**src/rtl/spasarb_10.sv**
```systemverilog
// Two-requester round-robin arbiter plus burst address sequencer for a shared
// memory address register. The winner's start address is loaded, then stepped once per accepted beat.
module spasarb_10 #(
  parameter int AW = 10,
  parameter int LW = 4
) (
  input  logic          clk,
  input  logic          reset_l,
  input  logic          req0,
  input  logic [AW-1:0] addr0,
  input  logic [LW-1:0] len0,
  input  logic          req1,
  input  logic [AW-1:0] addr1,
  input  logic [LW-1:0] len1,
  output logic          gnt0,
  output logic          gnt1,
  output logic          owner,
  output logic [AW-1:0] mem_addr,
  output logic          mem_valid,
  input  logic          mem_ready,
  output logic          mem_last,
  output logic          busy
);

  typedef enum logic {IDLE, BURST} state_t;

  state_t        state;
  logic          ptr;
  logic [LW-1:0] cnt;
  logic          win;

  // Under contention the pointer decides; otherwise whoever is asking wins.
  assign win      = (req0 && req1) ? ptr : req1;
  assign mem_last = mem_valid && (cnt == '0);
  assign busy     = (state == BURST);

  always_ff @(posedge clk or negedge reset_l) begin
    if (!reset_l) begin
      state     <= IDLE;
      ptr       <= 1'b0;
      cnt       <= '0;
      gnt0      <= 1'b0;
      gnt1      <= 1'b0;
      owner     <= 1'b0;
      mem_addr  <= '0;
      mem_valid <= 1'b0;
    end else begin
      gnt0 <= 1'b0;
      gnt1 <= 1'b0;
      case (state)
        IDLE: begin
          if (req0 || req1) begin
            state     <= BURST;
            gnt0      <= ~win;
            gnt1      <= win;
            owner     <= win;
            mem_addr  <= win ? addr1 : addr0;
            cnt       <= win ? len1 : len0;
            mem_valid <= 1'b1;
          end
        end
        BURST: begin
          if (mem_valid && mem_ready) begin
            if (cnt == '0) begin
              state     <= IDLE;
              mem_valid <= 1'b0;
              ptr       <= ~owner;
            end else begin
              mem_addr <= mem_addr + 1'b1;
              cnt      <= cnt - 1'b1;
            end
          end
        end
        default: state <= IDLE;
      endcase
    end
  end

endmodule
```
**config.mk**
```make
export PLATFORM = sky130hd
export DESIGN_NAME = spasarb_10
export DESIGN_NICKNAME = d
export VERILOG_FILES = /design/src/rtl/spasarb_10.sv
export SDC_FILE = /design/constraint.sdc
export NUM_CORES = 1
export LEC_CHECK = 0
export BUFFER_PORTS_ARGS = -buffer_cell sky130_fd_sc_hd__buf_2
export CAP_MARGIN = 30
export CORE_ASPECT_RATIO = 2
export CORE_UTILIZATION = 35
export DETAILED_ROUTE_END_ITERATION = 16
export SLEW_MARGIN = 10
export SYNTH_ARGS = -nofsm -noshare
export SYNTH_HDL_FRONTEND = slang
export SYNTH_SLANG_ARGS = --single-unit
```
**constraint.sdc**
```tcl
create_clock -name clk -period 1.75 [get_ports clk]
set_input_delay 0.525 -clock clk [delete_from_list [all_inputs] [get_ports clk]]
set_output_delay 0.525 -clock clk [all_outputs]
set_load 0.01 [all_outputs]
```
==> out/results.ini, run 1 <==
[yosys]
ys_seq_elements=20
synth_fp_nets=182
synth_edf_count=0
netlist-cell-type-count=41
synth_area_sq_um=1300
synth_top_cell_by_area=dfrtp_1
synthArstFlopShare_pct=100
synth_area_leaders=dfrtp_1 (39%), o21ai_0 (5.8%), and3_1 (4.8%)
ys_warn_count=0
seq_area_frac_synth_pct=38.6
synthCells=146
ys.flop_type=dfrtp_1
avgSynthCellArea_sq_um=8.89
synth_commonest_cells=dfrtp_1 (20), o21ai_0 (15), nand2_1 (11), a21oi_1 (10), and3_1 (10)
synth.most_common_cell=dfrtp_1
yosysTopAreaCellShare_pct=38.6

[global_route]
grt_usage_pct=22.8
antenna_found_initial=0
grt_max_degree=21
grt_pass1_vias=1490
overflow=0
grt_pass1_wl_microns=6570

[detailed_routing]
routedWlPerCell_microns=15.6
vias=1489
wl_microns=4180
ant_nets=0
viasPerCell=5.56
drc_errors=0
dr.pass1.iters=4
initialDrtViolationCount=47

[die]
die_w_microns=45.1
die-area_sq_um=3970
io-pin-count=49
core_area_sq_um=3570
start_util_pct=36.4
fp-row-count=31
die_h_microns=88.1

[critical_path]
crit_path_end_kind=primary output
cp.arrival_ns=1.32
crit_type=reg2out
required_ns=1.22
crit_fanout=2
cp-start-kind=flop

[clocking]
numCtsBuffers=3
clockRootBuffer=clkbuf_8
cts_tree=done
htreeDepth=1
cts.sinks=20
clkTransAtPathRegs_ns=0.08
clockBufferDepth=2
clock_latency_ns=0.26

[sta]
relSlewSlack_pct=68.0
finClkSkew_ns=0.00126
finalHoldWorstSlack_ns=0.211
period_needed_ns=1.84
finalCritPeriodShare_pct=105
setup_tns_ns=-0.0940
finalHoldViolCount=0
tightest_slew_ns=0.480
slew_viol_final=0
maxClockFrequency_ghz=0.542
rsz0062_at_grt=true
setup_slack_ns=-0.0940
setup_viol=1

[cells_and_area]
num-nets-final=256
fin_cells=268
finalCoreUtilization_pct=52.0
area_growth_pct=43.1
design_area_sq_um=1860
fillCellCount=354
diodes=0
drive_gt1_share_pct=42.0

[pwr]
finalPower_mw=2.41
power_density_nw_per_um2=1300
vdd_drop_max_v=0.000746
p_leak_nw=0.875

[placed_design]
dpl.cell_count=256
place_ws_ns=-0.0301
place_area_sq_um=1710
port_buffers=48
dp_hpwl_microns=3180
gp_congestion=0.872

[outcome]
violations=setup timing
outcome=finished with violations

[job]
cap_violations=0

[hold_path]
min_path_type=in2async

[worst paths after layout]
| path | slack [ns] | to | cells past startpoint | from |
|---|---|---|---|---|
| setup / recovery | -0.09 | mem_last | 5 | cnt[1] |
| hold / removal | 0.21 | mem_addr[6] | 1 | reset_l |
| setup reg to reg | 0.01 | mem_addr[7] | 7 | cnt[0] |
| hold reg to reg | 0.49 | ptr | 1 | owner |
| max in group asynchronous | 1.21 | gnt1 | 1 | reset_l |
| min in group clk | 0.49 | ptr | 1 | owner |
[timing repair]
action                                  in CTS  in global routing
hold buffers                                 0                  0
endpoints found under the setup margin       6                  7
cloned                                       0                  1
pin swaps                                    2                  1
setup buffers                                5                  2
gates resized for setup                      5                  1
[registers in the layout (all words and copies together) (netlist names)]
signal / cells
gnt0: 1
busy: 1
ptr: 1
mem_addr: 10
mem_valid: 1
owner: 1
cnt: 4
gnt1: 1
[cell families after synthesis]
| logic type | count (synthesis) | share of synthesized area (%) |
|---|---|---|
| compound gates | 52 | 26.6 |
| simple gates | 55 | 24.6 |
| flops | 20 | 38.6 |
| buf+inv | 12 | 4.15 |
| mux | 4 | 3.18 |
| fa+ha+maj | 3 | 2.89 |
[routing by layer]
| layer | track usage (%) | routed length, microns | up-vias | part of all wire (%) |
|---|---|---|---|---|
| li1 | - | - | 704 | - |
| met1 | 24.2 | 1540 | 708 | 37 |
| met2 | 40.6 | 2280 | 64 | 54 |
| met3 | 2.47 | 211 | 13 | 5.0 |
| met4 | 13.8 | 151 | 0 | 3.6 |
| met5 | 0 | 0 | - | 0 |
[layout make-up]
cell class	count	area (sq um)	area share, %
Inverter	5	18.8	1.01
Clock buffer	4	55.1	2.96
Tap cell	49	61.3	3.30
Timing Repair Buffer	75	443	23.9
Sequential cell	20	500	27.0
Multi-Input combinational cell	115	778	41.9
[power breakdown]
group          leakage (nW)  switching, mW  internal [mW]  total [mW]
sequential            0.224          0.156          0.615       0.771
combinational         0.622          0.635          0.647        1.28
clock                0.0288          0.159          0.201       0.360
[worst max-delay path, stage by stage, from the launching register on]
cell,delay [ns]
dfrtp_1,0.39
inv_2,0.08
ha_4,0.13
nor3b_4,0.19
and2_1,0.15
buf_2,0.12
[layout by cell type, fill, tap and decap left out, types with 2 or more instances in the layout]
cell,n
a211o_1,2
a211oi_1,4
a21oi_1,10
a221o_1,5
a31oi_1,2
and3_1,10
buf_2,48
buf_4,27
clkbuf_8,4
dfrtp_1,20
ha_1,2
inv_1,3
inv_2,2
mux2i_1,3
nand2_1,11
nand2b_1,4
nand3_1,8
nand4_1,2
nor2_1,5
nor3_1,4
o21ai_0,15
o21ai_1,2
o221ai_1,2
o22ai_1,3
or4_1,2
Power figures use the tool's default switching activity.
==> inputs of run 2 (changes only) <==
--- a/config.mk
+++ b/config.mk
@@ -8,8 +8,10 @@
 export BUFFER_PORTS_ARGS = -buffer_cell sky130_fd_sc_hd__buf_2
 export CAP_MARGIN = 30
 export CORE_ASPECT_RATIO = 2
-export CORE_UTILIZATION = 35
+export CORE_UTILIZATION = 40
 export DETAILED_ROUTE_END_ITERATION = 16
+export GPL_ROUTABILITY_DRIVEN = 0
+export PLACE_DENSITY = 0.67
 export SLEW_MARGIN = 10
 export SYNTH_ARGS = -nofsm -noshare
 export SYNTH_HDL_FRONTEND = slang
==> run 2 against run 1 <==
The run still ends with setup timing left. Sequential cell count did not move. Critical path depth did not move. Cell count shrank 8.2%. Largest cell class unchanged. Power shrank 2.3%. Clock skew grew 0.0032 ns. Via count is 1.3% lower. Die area shrank 12%. Clock-buffer cell count fell by 1. Critical path type unchanged. Non-clock buffer count shrank 2.
==> out/results.ini, run 2 (synthesized netlist as in run 1, its figures left out) <==
[detailed_routing]
wl_microns=4140  ; -0.93%
viasPerCell=5.98  ; +7.6%
initialDrtViolationCount=49  ; +4.3%
dr.pass1.iters=4  ; unchanged
drc_errors=0  ; unchanged
ant_nets=0  ; unchanged
routedWlPerCell_microns=16.8  ; +7.9%
vias=1470  ; -1.3%

[die]
die_h_microns=82.5  ; -6.3%
start_util_pct=43.1  ; +6.7 points
fp-row-count=28  ; -9.7%
core_area_sq_um=3010  ; -16%
io-pin-count=49  ; unchanged
die-area_sq_um=3490  ; -12%
die_w_microns=42.3  ; -6.2%

[pwr]
seqPwrFrac_pct=33.0  ; +1.1 points
p_leak_nw=0.860  ; -1.7%
power_density_nw_per_um2=1310  ; +0.52%
power.internal_mw=1.41  ; -3.7%
switching_power_uw=948  ; -0.23%
vdd_drop_max_v=0.000688  ; -7.7%
switching_share_pct=40.2  ; +0.84 points
p_clk_share_pct=12.5  ; -2.4 points
pwr-share-comb_pct=54.6  ; +1.5 points

[cells_and_area]
largest_register_ffs=10  ; unchanged
top_regs=mem_addr: 10 flops, cnt: 4 flops
diodes=0  ; unchanged
drive_gt1_share_pct=41.2  ; -0.81 points
final_common_cell=buf_2
num-nets-final=254  ; -0.78%
design_area_sq_um=1800  ; -2.8%
fillCellCount=272  ; -23%
regMostFlops=mem_addr
final_cell_mix=buf_2 (48), buf_4 (25), dfrtp_1 (20)
fin_cells=246  ; -8.2%
area_growth_pct=39.1

[critical_path]
reg2reg_depth=7  ; unchanged
crit_fanout=2  ; unchanged
required_ns=1.22  ; about the same
cp-start-kind=flop
worstReg2RegEnd=cnt[3]
timing.rr.start=cnt[1]
cp.arrival_ns=1.31  ; about the same
crit_type=reg2out
ff2ff_setup_slack_ns=0.02  ; about the same
crit_path_end_kind=primary output

[global_route]
gr-usage-met2_pct=44.8  ; +4.2 points
overflow=0  ; unchanged
grt_usage_pct=23.3  ; +0.57 points
antenna_found_initial=0  ; unchanged
grtUsageMet1_pct=24.8  ; +0.53 points
grt-busiest-layer=met2
grt_max_degree=21  ; unchanged
grt_pass1_wl_microns=6200  ; -5.6%
global_route.usage.met3_pct=2.61  ; +0.13 points
grt_pass1_vias=1368  ; -8.2%

[clocking]
htreeDepth=1  ; unchanged
clkTransAtPathRegs_ns=0.07  ; about the same
cts_hold_buf=0  ; unchanged
cts.sinks=20  ; unchanged
clockBufferDepth=2  ; unchanged
clockRootBuffer=clkbuf_8
clock_latency_ns=0.25  ; about the same
cts_tree=done
numCtsBuffers=3  ; unchanged

[sta]
finClkSkew_ns=0.00444  ; +0.00318 ns
finalCritPeriodShare_pct=105  ; -0.59 points
tightest_slew_ns=0.468  ; -0.0116 ns
rsz0062_at_grt=true
period_needed_ns=1.83  ; -0.0103 ns
slew_viol_final=0  ; unchanged
relSlewSlack_pct=68.8  ; +0.77 points
setup_viol=1  ; unchanged
finalHoldViolCount=0  ; unchanged
setup_slack_ns=-0.0837  ; +0.0103 ns
maxClockFrequency_ghz=0.545  ; +0.56%

[placed_design]
dp_hpwl_microns=3110  ; -2.3%
dpl.cell_count=236  ; -7.8%
place_area_sq_um=1680  ; -1.8%
port_buffers=48  ; unchanged

[job]
cap_violations=0  ; unchanged

[hold_path]
min_path_type=in2async

[outcome]
outcome=finished with violations
violations=setup timing

## run 2: cell count changes in the layout (fill, tap and decap cells not counted)
cell      previous run  this run
buf_4               27        25
clkbuf_8             4         3
## run 2: worst max path at each step
stage / from / end / slack, ns / cells after the start
after floorplan: req1 / mem_addr[0] / 0.11 / 6
after global placement: cnt[1] / cnt[3] / -0.008 / 6
after detailed placement: cnt[1] / mem_addr[5] / -0.05 / 6
after CTS: cnt[1] / mem_last / -0.07 / 5
after global routing: cnt[1] / mem_last / -0.16 / 5
final: cnt[1] / mem_last / -0.08 / 5
## run 2: worst max-delay path, stage by stage (launching register included)
cell,delay (ns)
dfrtp_1,0.39
inv_2,0.10
ha_4,0.14
nor3b_4,0.18
and2_1,0.14
buf_2,0.12
## run 2: power by group through the flow
| stage | Combinational [mW] | Sequential (mW) | Clock [mW] |
|---|---|---|---|
| 2_1_floorplan | 0.572 | 0.837 | 0 |
| 3_3_place_gp | 1.08 | 0.773 | 0 |
| 3_5_place_dp | 1.11 | 0.782 | 0 |
| 4_1_cts | 1.23 | 0.772 | 0.302 |
| 5_1_grt | 1.39 | 0.807 | 0.320 |
| 6_report | 1.29 | 0.777 | 0.294 |
## run 2: cell type report
cell class                 instances  area, sq um  share of cell area [%]
tap                               30         37.5                    2.08
inverter                           5         18.8                    1.04
sequential                        20          500                    27.7
timing repair buffer              73          428                    23.7
multi-input combinational        115          778                    43.1
clock buffer                       3         41.3                    2.29
## run 2: repair_timing
item,CTS,global route
pin swaps,3,4
setup buffers,5,1
gates resized for setup,6,0
hold endpoints to repair,0,0
endpoints found under the setup margin,7,8
cloned,0,1
## run 2: metrics by stage
step                      util (%)  setup TNS [ns]  hold WS [ns]  setup slack, ns  power (mW)
after floorplan                  -               0         0.229            0.106        1.41
after global placement        55.9        -0.00763         0.462         -0.00763        1.86
after detailed placement      55.9          -0.191         0.459          -0.0464        1.90
after CTS                     59.3         -0.0707         0.230          -0.0707        2.30
after global routing          59.9          -0.231         0.245           -0.164        2.52
final                         59.9         -0.0837         0.217          -0.0837        2.36
## run 2: metal layers
metal	wire length [microns]	part of all wire, %
met3	215	5.2
met4	142	3.4
met2	2280	55
met1	1510	36
met5	0	0
